## src/rtl/ibex_wb_pkg.sv

```systemverilog
// Shared state encoding and default parameters for the Ibex-to-Wishbone host bridge.
package ibex_wb_pkg;

  typedef logic [1:0] state_t;

  localparam state_t IDLE   = 2'd0;
  localparam state_t ACTIVE = 2'd1;
  localparam state_t ABORT  = 2'd2;

  localparam int unsigned DefaultDataWidth      = 32;
  localparam int unsigned DefaultAddressWidth   = 32;
  localparam int unsigned DefaultMaxOutstanding = 2;
  localparam int unsigned DefaultTimeoutCycles  = 1024;

endpackage

```

## src/rtl/ibex_wb_host_bridge_if.sv

```systemverilog
// Ibex data port plus pipelined Wishbone master port; names are from the bridge's point of view.
interface ibex_wb_host_bridge_if
  import ibex_wb_pkg::*;
#(
  parameter int unsigned DataWidth    = DefaultDataWidth,
  parameter int unsigned AddressWidth = DefaultAddressWidth
);

  logic                    host_req_i;
  logic                    host_gnt_o;
  logic [AddressWidth-1:0] host_addr_i;
  logic                    host_we_i;
  logic [DataWidth/8-1:0]  host_be_i;
  logic [DataWidth-1:0]    host_wdata_i;
  logic                    host_rvalid_o;
  logic [DataWidth-1:0]    host_rdata_o;
  logic                    host_err_o;

  logic                    wb_cyc_o;
  logic                    wb_stb_o;
  logic                    wb_we_o;
  logic [AddressWidth-1:0] wb_addr_o;
  logic [DataWidth-1:0]    wb_data_o;
  logic [DataWidth/8-1:0]  wb_sel_o;
  logic                    wb_stall_i;
  logic                    wb_ack_i;
  logic                    wb_err_i;
  logic [DataWidth-1:0]    wb_data_i;

  modport master (
    input  host_req_i, host_addr_i, host_we_i, host_be_i, host_wdata_i,
    output host_gnt_o, host_rvalid_o, host_rdata_o, host_err_o,
    output wb_cyc_o, wb_stb_o, wb_we_o, wb_addr_o, wb_data_o, wb_sel_o,
    input  wb_stall_i, wb_ack_i, wb_err_i, wb_data_i
  );

  modport slave (
    output host_req_i, host_addr_i, host_we_i, host_be_i, host_wdata_i,
    input  host_gnt_o, host_rvalid_o, host_rdata_o, host_err_o,
    input  wb_cyc_o, wb_stb_o, wb_we_o, wb_addr_o, wb_data_o, wb_sel_o,
    output wb_stall_i, wb_ack_i, wb_err_i, wb_data_i
  );

endinterface

```

## src/rtl/ibex_wb_host_bridge.sv

```systemverilog
// Bridges the Ibex data request/grant/rvalid protocol onto a pipelined Wishbone master with
// bounded outstanding requests, a response timeout and in-order error flushing on abort.
module ibex_wb_host_bridge
  import ibex_wb_pkg::*;
#(
  parameter int unsigned DataWidth      = DefaultDataWidth,
  parameter int unsigned AddressWidth   = DefaultAddressWidth,
  parameter int unsigned MaxOutstanding = DefaultMaxOutstanding,
  parameter int unsigned TimeoutCycles  = DefaultTimeoutCycles
) (
  input logic                   clk_i,
  input logic                   rst_i,
  ibex_wb_host_bridge_if.master bus_io
);

  localparam int unsigned BeWidth  = DataWidth / 8;
  localparam int unsigned TmoWidth = (TimeoutCycles > 1) ? $clog2(TimeoutCycles) : 1;
  localparam logic [TmoWidth-1:0] TmoLast = TmoWidth'(TimeoutCycles - 1);
  localparam logic [2:0]          MaxOut  = 3'(MaxOutstanding);

  state_t                  state_q, state_d;
  logic                    stb_q, stb_d;
  logic                    we_q, we_d;
  logic [AddressWidth-1:0] addr_q, addr_d;
  logic [BeWidth-1:0]      sel_q, sel_d;
  logic [DataWidth-1:0]    data_q, data_d;
  logic [2:0]              out_cnt_q, out_cnt_d, out_after;
  logic [2:0]              abort_cnt_q, abort_cnt_d;
  logic [TmoWidth-1:0]     tmo_q, tmo_d;
  // Write flag per outstanding request so read data can be zeroed for write acks.
  logic [3:0]              we_fifo_q, we_fifo_d;
  logic [1:0]              wr_ptr_q, wr_ptr_d, rd_ptr_q, rd_ptr_d;
  logic                    rvalid_q, rvalid_d, err_q, err_d;
  logic [DataWidth-1:0]    rdata_q, rdata_d;

  logic active, issue, retire, bus_err, timeout, abort_go, gnt, accept, stb_hold;

  assign active    = (state_q == ACTIVE);
  assign issue     = stb_q & ~bus_io.wb_stall_i;
  assign retire    = active & (out_cnt_q != 3'd0) & (bus_io.wb_ack_i | bus_io.wb_err_i);
  assign bus_err   = retire & bus_io.wb_err_i;
  assign timeout   = active & (out_cnt_q != 3'd0) & ~bus_io.wb_ack_i & ~bus_io.wb_err_i &
                     (tmo_q == TmoLast);
  assign abort_go  = bus_err | timeout;
  assign out_after = out_cnt_q + {2'b00, issue} - {2'b00, retire};
  assign stb_hold  = stb_q & bus_io.wb_stall_i;
  assign gnt       = ~rst_i & ((state_q == IDLE) | active) & (~stb_q | ~bus_io.wb_stall_i) &
                     (out_after < MaxOut);
  assign accept    = bus_io.host_req_i & gnt;

  always_comb begin
    state_d     = state_q;
    stb_d       = stb_q;
    we_d        = we_q;
    addr_d      = addr_q;
    sel_d       = sel_q;
    data_d      = data_q;
    out_cnt_d   = out_after;
    abort_cnt_d = abort_cnt_q;
    tmo_d       = tmo_q;
    we_fifo_d   = we_fifo_q;
    wr_ptr_d    = wr_ptr_q;
    rd_ptr_d    = rd_ptr_q;
    rvalid_d    = 1'b0;
    err_d       = 1'b0;
    rdata_d     = '0;

    if (accept) begin
      stb_d  = 1'b1;
      we_d   = bus_io.host_we_i;
      addr_d = bus_io.host_addr_i;
      sel_d  = bus_io.host_be_i;
      data_d = bus_io.host_wdata_i;
    end else if (issue) begin
      stb_d = 1'b0;
    end

    if (issue) begin
      we_fifo_d[wr_ptr_q] = we_q;
      wr_ptr_d            = wr_ptr_q + 2'd1;
    end

    if (retire) begin
      rvalid_d = 1'b1;
      err_d    = bus_io.wb_err_i;
      rdata_d  = (we_fifo_q[rd_ptr_q] | bus_io.wb_err_i) ? '0 : bus_io.wb_data_i;
      rd_ptr_d = rd_ptr_q + 2'd1;
    end

    unique case (state_q)
      IDLE: begin
        if (accept) state_d = ACTIVE;
      end
      ACTIVE: begin
        if (abort_go) begin
          // The failing (oldest) request answers now; everything behind it drains in ABORT.
          state_d     = ABORT;
          rvalid_d    = 1'b1;
          err_d       = 1'b1;
          rdata_d     = '0;
          abort_cnt_d = out_after + {2'b00, accept | stb_hold} - {2'b00, timeout};
          stb_d       = 1'b0;
          out_cnt_d   = 3'd0;
          wr_ptr_d    = 2'd0;
          rd_ptr_d    = 2'd0;
        end else if (!stb_q && (out_cnt_q == 3'd0) && !accept) begin
          state_d = IDLE;
        end
      end
      ABORT: begin
        stb_d     = 1'b0;
        out_cnt_d = 3'd0;
        if (abort_cnt_q != 3'd0) begin
          rvalid_d    = 1'b1;
          err_d       = 1'b1;
          abort_cnt_d = abort_cnt_q - 3'd1;
        end
        if (abort_cnt_q <= 3'd1) state_d = IDLE;
      end
      default: state_d = IDLE;
    endcase

    if (!active || (state_d != ACTIVE) || issue || bus_io.wb_ack_i || bus_io.wb_err_i) begin
      tmo_d = '0;
    end else if (out_cnt_q != 3'd0) begin
      tmo_d = tmo_q + 1'b1;
    end
  end

  always_ff @(posedge clk_i or posedge rst_i) begin
    if (rst_i) begin
      state_q     <= IDLE;
      stb_q       <= 1'b0;
      we_q        <= 1'b0;
      addr_q      <= '0;
      sel_q       <= '0;
      data_q      <= '0;
      out_cnt_q   <= 3'd0;
      abort_cnt_q <= 3'd0;
      tmo_q       <= '0;
      we_fifo_q   <= 4'd0;
      wr_ptr_q    <= 2'd0;
      rd_ptr_q    <= 2'd0;
      rvalid_q    <= 1'b0;
      err_q       <= 1'b0;
      rdata_q     <= '0;
    end else begin
      state_q     <= state_d;
      stb_q       <= stb_d;
      we_q        <= we_d;
      addr_q      <= addr_d;
      sel_q       <= sel_d;
      data_q      <= data_d;
      out_cnt_q   <= out_cnt_d;
      abort_cnt_q <= abort_cnt_d;
      tmo_q       <= tmo_d;
      we_fifo_q   <= we_fifo_d;
      wr_ptr_q    <= wr_ptr_d;
      rd_ptr_q    <= rd_ptr_d;
      rvalid_q    <= rvalid_d;
      err_q       <= err_d;
      rdata_q     <= rdata_d;
    end
  end

  assign bus_io.host_gnt_o    = gnt;
  assign bus_io.host_rvalid_o = rvalid_q;
  assign bus_io.host_rdata_o  = rdata_q;
  assign bus_io.host_err_o    = err_q;

  assign bus_io.wb_cyc_o  = active & (stb_q | (out_cnt_q != 3'd0));
  assign bus_io.wb_stb_o  = stb_q;
  assign bus_io.wb_we_o   = we_q;
  assign bus_io.wb_addr_o = addr_q;
  assign bus_io.wb_sel_o  = sel_q;
  assign bus_io.wb_data_o = data_q;

endmodule

```

## src/flat_wrapper.sv

```systemverilog
// flat-port wrapper written by rule: the top's interface ports become plain ports
module ibex_wb_host_bridge_flat import ibex_wb_pkg::*;
#(
  parameter int unsigned DataWidth      = DefaultDataWidth,
  parameter int unsigned AddressWidth   = DefaultAddressWidth,
  parameter int unsigned MaxOutstanding = DefaultMaxOutstanding,
  parameter int unsigned TimeoutCycles  = DefaultTimeoutCycles
)
  (clk_i, rst_i, bus_io_host_req_i, bus_io_host_addr_i, bus_io_host_we_i, bus_io_host_be_i, bus_io_host_wdata_i, bus_io_host_gnt_o, bus_io_host_rvalid_o, bus_io_host_rdata_o, bus_io_host_err_o, bus_io_wb_cyc_o, bus_io_wb_stb_o, bus_io_wb_we_o, bus_io_wb_addr_o, bus_io_wb_data_o, bus_io_wb_sel_o, bus_io_wb_stall_i, bus_io_wb_ack_i, bus_io_wb_err_i, bus_io_wb_data_i);
  ibex_wb_host_bridge_if #(.DataWidth(DataWidth), .AddressWidth(AddressWidth)) bus_io_i ();
  input logic clk_i;
  input logic rst_i;
  input wire logic [$bits(bus_io_i.host_req_i)-1:0] bus_io_host_req_i;
  input wire logic [$bits(bus_io_i.host_addr_i)-1:0] bus_io_host_addr_i;
  input wire logic [$bits(bus_io_i.host_we_i)-1:0] bus_io_host_we_i;
  input wire logic [$bits(bus_io_i.host_be_i)-1:0] bus_io_host_be_i;
  input wire logic [$bits(bus_io_i.host_wdata_i)-1:0] bus_io_host_wdata_i;
  output wire logic [$bits(bus_io_i.host_gnt_o)-1:0] bus_io_host_gnt_o;
  output wire logic [$bits(bus_io_i.host_rvalid_o)-1:0] bus_io_host_rvalid_o;
  output wire logic [$bits(bus_io_i.host_rdata_o)-1:0] bus_io_host_rdata_o;
  output wire logic [$bits(bus_io_i.host_err_o)-1:0] bus_io_host_err_o;
  output wire logic [$bits(bus_io_i.wb_cyc_o)-1:0] bus_io_wb_cyc_o;
  output wire logic [$bits(bus_io_i.wb_stb_o)-1:0] bus_io_wb_stb_o;
  output wire logic [$bits(bus_io_i.wb_we_o)-1:0] bus_io_wb_we_o;
  output wire logic [$bits(bus_io_i.wb_addr_o)-1:0] bus_io_wb_addr_o;
  output wire logic [$bits(bus_io_i.wb_data_o)-1:0] bus_io_wb_data_o;
  output wire logic [$bits(bus_io_i.wb_sel_o)-1:0] bus_io_wb_sel_o;
  input wire logic [$bits(bus_io_i.wb_stall_i)-1:0] bus_io_wb_stall_i;
  input wire logic [$bits(bus_io_i.wb_ack_i)-1:0] bus_io_wb_ack_i;
  input wire logic [$bits(bus_io_i.wb_err_i)-1:0] bus_io_wb_err_i;
  input wire logic [$bits(bus_io_i.wb_data_i)-1:0] bus_io_wb_data_i;
  assign bus_io_i.host_req_i = bus_io_host_req_i;
  assign bus_io_i.host_addr_i = bus_io_host_addr_i;
  assign bus_io_i.host_we_i = bus_io_host_we_i;
  assign bus_io_i.host_be_i = bus_io_host_be_i;
  assign bus_io_i.host_wdata_i = bus_io_host_wdata_i;
  assign bus_io_host_gnt_o = bus_io_i.host_gnt_o;
  assign bus_io_host_rvalid_o = bus_io_i.host_rvalid_o;
  assign bus_io_host_rdata_o = bus_io_i.host_rdata_o;
  assign bus_io_host_err_o = bus_io_i.host_err_o;
  assign bus_io_wb_cyc_o = bus_io_i.wb_cyc_o;
  assign bus_io_wb_stb_o = bus_io_i.wb_stb_o;
  assign bus_io_wb_we_o = bus_io_i.wb_we_o;
  assign bus_io_wb_addr_o = bus_io_i.wb_addr_o;
  assign bus_io_wb_data_o = bus_io_i.wb_data_o;
  assign bus_io_wb_sel_o = bus_io_i.wb_sel_o;
  assign bus_io_i.wb_stall_i = bus_io_wb_stall_i;
  assign bus_io_i.wb_ack_i = bus_io_wb_ack_i;
  assign bus_io_i.wb_err_i = bus_io_wb_err_i;
  assign bus_io_i.wb_data_i = bus_io_wb_data_i;
  ibex_wb_host_bridge #(.DataWidth(DataWidth), .AddressWidth(AddressWidth), .MaxOutstanding(MaxOutstanding), .TimeoutCycles(TimeoutCycles)) u_core (.clk_i(clk_i), .rst_i(rst_i), .bus_io(bus_io_i));
endmodule
```

## config.mk

```make
export PLATFORM = sky130hd
export DESIGN_NAME = ibex_wb_host_bridge_flat
export DESIGN_NICKNAME = d
export VERILOG_FILES = /design/src/rtl/ibex_wb_pkg.sv /design/src/rtl/ibex_wb_host_bridge_if.sv /design/src/rtl/ibex_wb_host_bridge.sv /design/src/flat_wrapper.sv
export SDC_FILE = /design/constraint.sdc
export NUM_CORES = 1
export LEC_CHECK = 0
export BUFFER_PORTS_ARGS = -buffer_cell sky130_fd_sc_hd__buf_2
export CAP_MARGIN = 10
export CORE_UTILIZATION = 40
export DETAILED_ROUTE_END_ITERATION = 7
export PLACE_DENSITY_LB_ADDON = 0.12
export SYNTH_ARGS = -nofsm -noshare
export SYNTH_HDL_FRONTEND = slang
export SYNTH_SLANG_ARGS = --single-unit
export TNS_END_PERCENT = 50
```

## constraint.sdc

```tcl
create_clock -name clk_i -period 10.2 [get_ports clk_i]
set_input_delay 1.53 -clock clk_i [delete_from_list [all_inputs] [get_ports clk_i]]
set_output_delay 1.53 -clock clk_i [all_outputs]
set_load 0.1 [all_outputs]
```

# --- Yosys cells after proc, flatten, opt, wreduce, memory -nomap -nowiden ---
# Index checks and enable logic that the tools add are counted.
# W data, S select, Z words.
word_totals:
  regBits: 130
  inputBits: 107
  out_inout_bits: 106
  wordCells: 115
op_classes:
  addsub: 8
  magnitude_cmp: 5
  n_eq_ne: 6
  n_mux: 39
  bitwise_logic: 25
  reduce_logical: 17
op_table:
  columns: ["operator", "n"]
  rows:
  - ["$mux W32", 4]
  - ["$mux W10", 2]
  - ["$mux W2", 10]
  - ["$and A1 B1 Y1", 13]
  - ["$pmux W3 S2", 2]
  - ["$mux W1", 11]
  - ["$add A10 B1 Y10 const B", 1]
  - ["$eq A10 B10 Y1 const B", 1]
  - ["$mux W3", 3]
  - ["$or A1 B1 Y1", 7]
  - ["$add A3 B1 Y3", 2]
  - ["$lt A2 B3 Y1 const B", 2]
  - ["$pmux W1 S2", 3]
  - ["$pmux W2 S3", 1]
  - ["$reduce_bool A3 Y1", 2]
  - ["$sub A3 B1 Y3", 2]
  - ["$not A1 Y1", 5]
  - ["$add A2 B1 Y2 const B", 2]
  - ["$bwmux W4", 1]
  - ["$logic_or A1 B1 Y1", 4]
  - ["$ne A2 B1 Y1 const B", 2]
  - ["$reduce_bool A2 Y1", 2]
  - ["$le A3 B1 Y1 const B", 1]
  - ["$logic_and A1 B1 Y1", 3]
  - ["other kinds (12)", 14]

# --- Logic depth before layout (Yosys ltp) ---
depth:
  ltp_word: 18
  ltp_mapped: 23
  mapped_depth_nobuf: 22

# --- Worst setup path after synthesis ---
# No wires, ideal clock.
synth_timing:
  kind: "input -> output"
  from: "input port rst_i"
  to: "output port bus_io_host_gnt_o"
  arrival_time_ps: 5427
  required_time_ps: 8670
  path_slack_ps: 3243
  path_stages: 2
  path_buffers: 0
  path_cell_list: "inv_1 > and4_1"
synth_between:
  elab_chain_cells: 4
synth_lines:
  columns: ["item", "line_no", "rtl"]
  rows:
  - ["from (decl)", "flat_wrapper.sv:12", "input logic rst_i;"]
  - ["$not A1 Y1", "ibex_wb_host_bridge.sv:47", "assign gnt = ~rst_i & ((state_q == IDLE) | active) & (~stb_q | ~bus_io.wb_stall_i) &"]
  - ["$and A1 B1 Y1 (3 in series)", "ibex_wb_host_bridge.sv:47", null]
  - ["to (decl)", "flat_wrapper.sv:18", "output wire logic [$bits(bus_io_i.host_gnt_o)-1:0] bus_io_host_gnt_o;"]
# No other way between the ends.

# --- Final worst setup path ---
layout_timing:
  from: "input port bus_io_wb_err_i"
  to: "output port bus_io_host_gnt_o"
layout_between:
  elab_chain_cells: 5
layout_lines:
  columns: ["item", "line_no", "rtl"]
  rows:
  - ["from (decl)", "flat_wrapper.sv:30", "input wire logic [$bits(bus_io_i.wb_err_i)-1:0] bus_io_wb_err_i;"]
  - ["$or A1 B1 Y1", "ibex_wb_host_bridge.sv:40", "assign retire = active & (out_cnt_q != 3'd0) & (bus_io.wb_ack_i | bus_io.wb_err_i);"]
  - ["$and A1 B1 Y1", "ibex_wb_host_bridge.sv:40", null]
  - ["$sub A3 B1 Y3", "ibex_wb_host_bridge.sv:45", "assign out_after = out_cnt_q + {2'b00, issue} - {2'b00, retire};"]
  - ["$lt A3 B2 Y1", "ibex_wb_host_bridge.sv:48", "(out_after < MaxOut);"]
  - ["$and A1 B1 Y1", "ibex_wb_host_bridge.sv:47", null]
# No other way between the ends.

==> metrics.txt <==
outcome finished clean; share of the synthesized area in the top cell type 0.5851; crit path time final 5.799 ns; initial DRC count 186; Root Driver clkbuf_16; vias in the first global route 3839; CTS Hold Bufs 0; number of I/O pins 213; clock skew 0.005959 ns; Max Slew Vio Count 0; vias 3926; first-pass GRT wire length 19.44 mm; Bufs on Longest Clock Path 2; max-cap violation count 0; Crit Path Max Fanout 5; count leader, synth dfrtp_1; router iterations before antenna repair 4; area added between synthesis and finish 32.47%; number of synthesized flops with an enable pin 0; Placement Rows 42; initial antenna violation count 0; Main synth FF type dfrtp_1; gr usage total 0.1791; final net count 750; routability cong. 0.8117; WS Path Type primary input to output port; Routed WL per cell 15.16 µm; data arrival time of the worst path 4.27 ns; worst skew pair latency 0.41 ns; CTS sink cnt 130; Die ar. 14380 µm²; synthesized netlist cell count 407; hold endpoint u_core.bus_io.wb_data_o[21]; RSZ-0062 raised after global routing false; Yosys top cell by area dfrtp_1; die extent in y 119.9 µm; Post-CTS Resized 0; via-per-instance ratio 4.829; grt total ovfl 0; Core Box Area 13400 µm²; largest net degree at the start of global routing 74; Syn Nets 533; Area contributors post-synth dfrtp_1, mux2_2, ha_1; DP HPWL 9.085 mm; Initial Util 0.4149; antenna cells 0; most frequent cells after synthesis dfrtp_1, mux2_2, and2_1; fraction of registers with async set/reset 1.000; worst hold start u_core.bus_io.wb_data_o[21]; Post-CTS Setup Bufs 0; Cell variety after synth 59; reg-to-reg startpoint u_core.out_cnt_q[1]; Warnings, synthesis 0; Tightest Pin Transition 0.9347 ns; DRC 0; Max Clock Freq 172.5 MHz; post-route ant nets 0; synthesized flop and latch total 130; Mapped Avg Cell Area 13.66 µm²; FF-to-FF End u_core.bus_io.wb_data_o[3]; max_slew headroom 0.3769; hold depth 1; CP Launch Type primary input; Total Neg Setup Slack 0 ns; CTS tree done; R2R depth 15; final setup violating endpoints 0; reg2reg setup slack 5.64 ns; Post-Route WL 12.32 mm; synthesized cell area 5560 µm²; Seq/Total Area, Yosys 0.5851; DIE WIDTH 119.9 µm; final hold violation count 0; share of cells above drive strength 1 0.5275; worst min path class flop to flop; CTS Buf Count 17; WP data required 8.67 ns; Port-buffer cells 212; fin crit share 0.5685; H-tree depth 4; Critical Path Sink Type output port; Reg clk slew, reported paths 0.06 ns
-- cell usage in the layout, fill, tap and decap left out, drive strengths merged, types with 3 or more instances in the layout --
cell / Yosys / layout
nor2: 11 / 11
clkbuf: 4 / 23
or3: 3 / 3
or2: 4 / 4
buf: 12 / 214
nor4: 14 / 14
inv: 18 / 18
ha: 17 / 17
mux2: 74 / 74
and2: 33 / 33
xnor2: 9 / 9
nor3: 5 / 5
dfrtp: 130 / 130
o21ai: 6 / 6
nand2: 13 / 13
a21oi: 4 / 4
clkinv: 0 / 4
nand4: 5 / 5
bufinv: 0 / 3
xor2: 6 / 6
nand3: 3 / 3
-- logic make-up after synthesis --
| group | after synthesis | share of synthesized area |
|---|---|---|
| DFF | 130 | 0.5851 |
| and+or+nand+nor | 103 | 0.1166 |
| muxes | 77 | 0.1575 |
| buffers and inverters | 34 | 0.03060 |
| AOI/OAI and AO/OA | 29 | 0.04118 |
| adders and majority gates | 19 | 0.04545 |
| xor gates and xnor gates | 15 | 0.02363 |
-- stage by stage --
step           hold slack [ns]  setup WS (ns)    util  std cells  area [µm²]
2_1_floorplan           0.4738          3.243       -        407        5560
3_3_place_gp            0.4696          4.456  0.5044        781        6759
3_5_place_dp            0.4708          4.404  0.5044        781        6759
4_1_cts                 0.4833          4.392  0.5497        813        7366
5_1_grt                 0.5045          4.257  0.5497        813        7366
6_report                0.4810          4.401  0.5497        813        7366
-- flip-flops by register name, summed over array words and instances (netlist names), 2 cells and up --
register,flops
u_core.tmo_q,10
u_core.bus_io.wb_data_o,32
u_core.bus_io.wb_sel_o,4
u_core.we_fifo_q,4
u_core.abort_cnt_q,3
u_core.state_q,2
u_core.rd_ptr_q,2
u_core.wr_ptr_q,2
u_core.bus_io.wb_addr_o,32
u_core.bus_io.host_rdata_o,32
u_core.out_cnt_q,3
-- critical path, stage by stage --
cell and delay, ns:
buf_2 0.13, or2_2 0.35, nand3_2 0.14, inv_1 0.06
ha_1 0.27, inv_1 0.06, ha_1 0.13, inv_1 0.05
fa_1 0.37, xor2_1 0.16, xnor2_1 0.20, ha_1 0.20
and4_1 0.18, buf_2 0.43
-- routing by layer --
layer  vias up  track usage  share of wire
li1       1848            -              -
met1      1913       0.2169           0.41
met2       146       0.2927           0.50
met3        19      0.05466          0.067
met4         0      0.07969          0.017
met5         -            0              0
-- how the worst max path moves through the flow --
stage,from,to
6_report,bus_io_wb_err_i,bus_io_host_gnt_o
5_1_grt,bus_io_wb_err_i,bus_io_host_gnt_o
4_1_cts,bus_io_wb_err_i,bus_io_host_gnt_o
3_5_place_dp,bus_io_wb_err_i,bus_io_host_gnt_o
3_3_place_gp,bus_io_wb_err_i,bus_io_host_gnt_o
2_1_floorplan,rst_i,bus_io_host_gnt_o
-- area by class of cell --
cell class | count | area [µm²]
repair buffers | 214 | 1076
clock inverters | 9 | 128.9
inverters | 18 | 70.07
well taps | 176 | 220.2
clock buffers | 23 | 478.0
multi-input cells | 243 | 2140
flip-flops and latches | 130 | 3253
fillers | 1124 | 6035
Power is not shown: default switching activity piles up to over one toggle a cycle in this logic, so the estimate is an artifact.
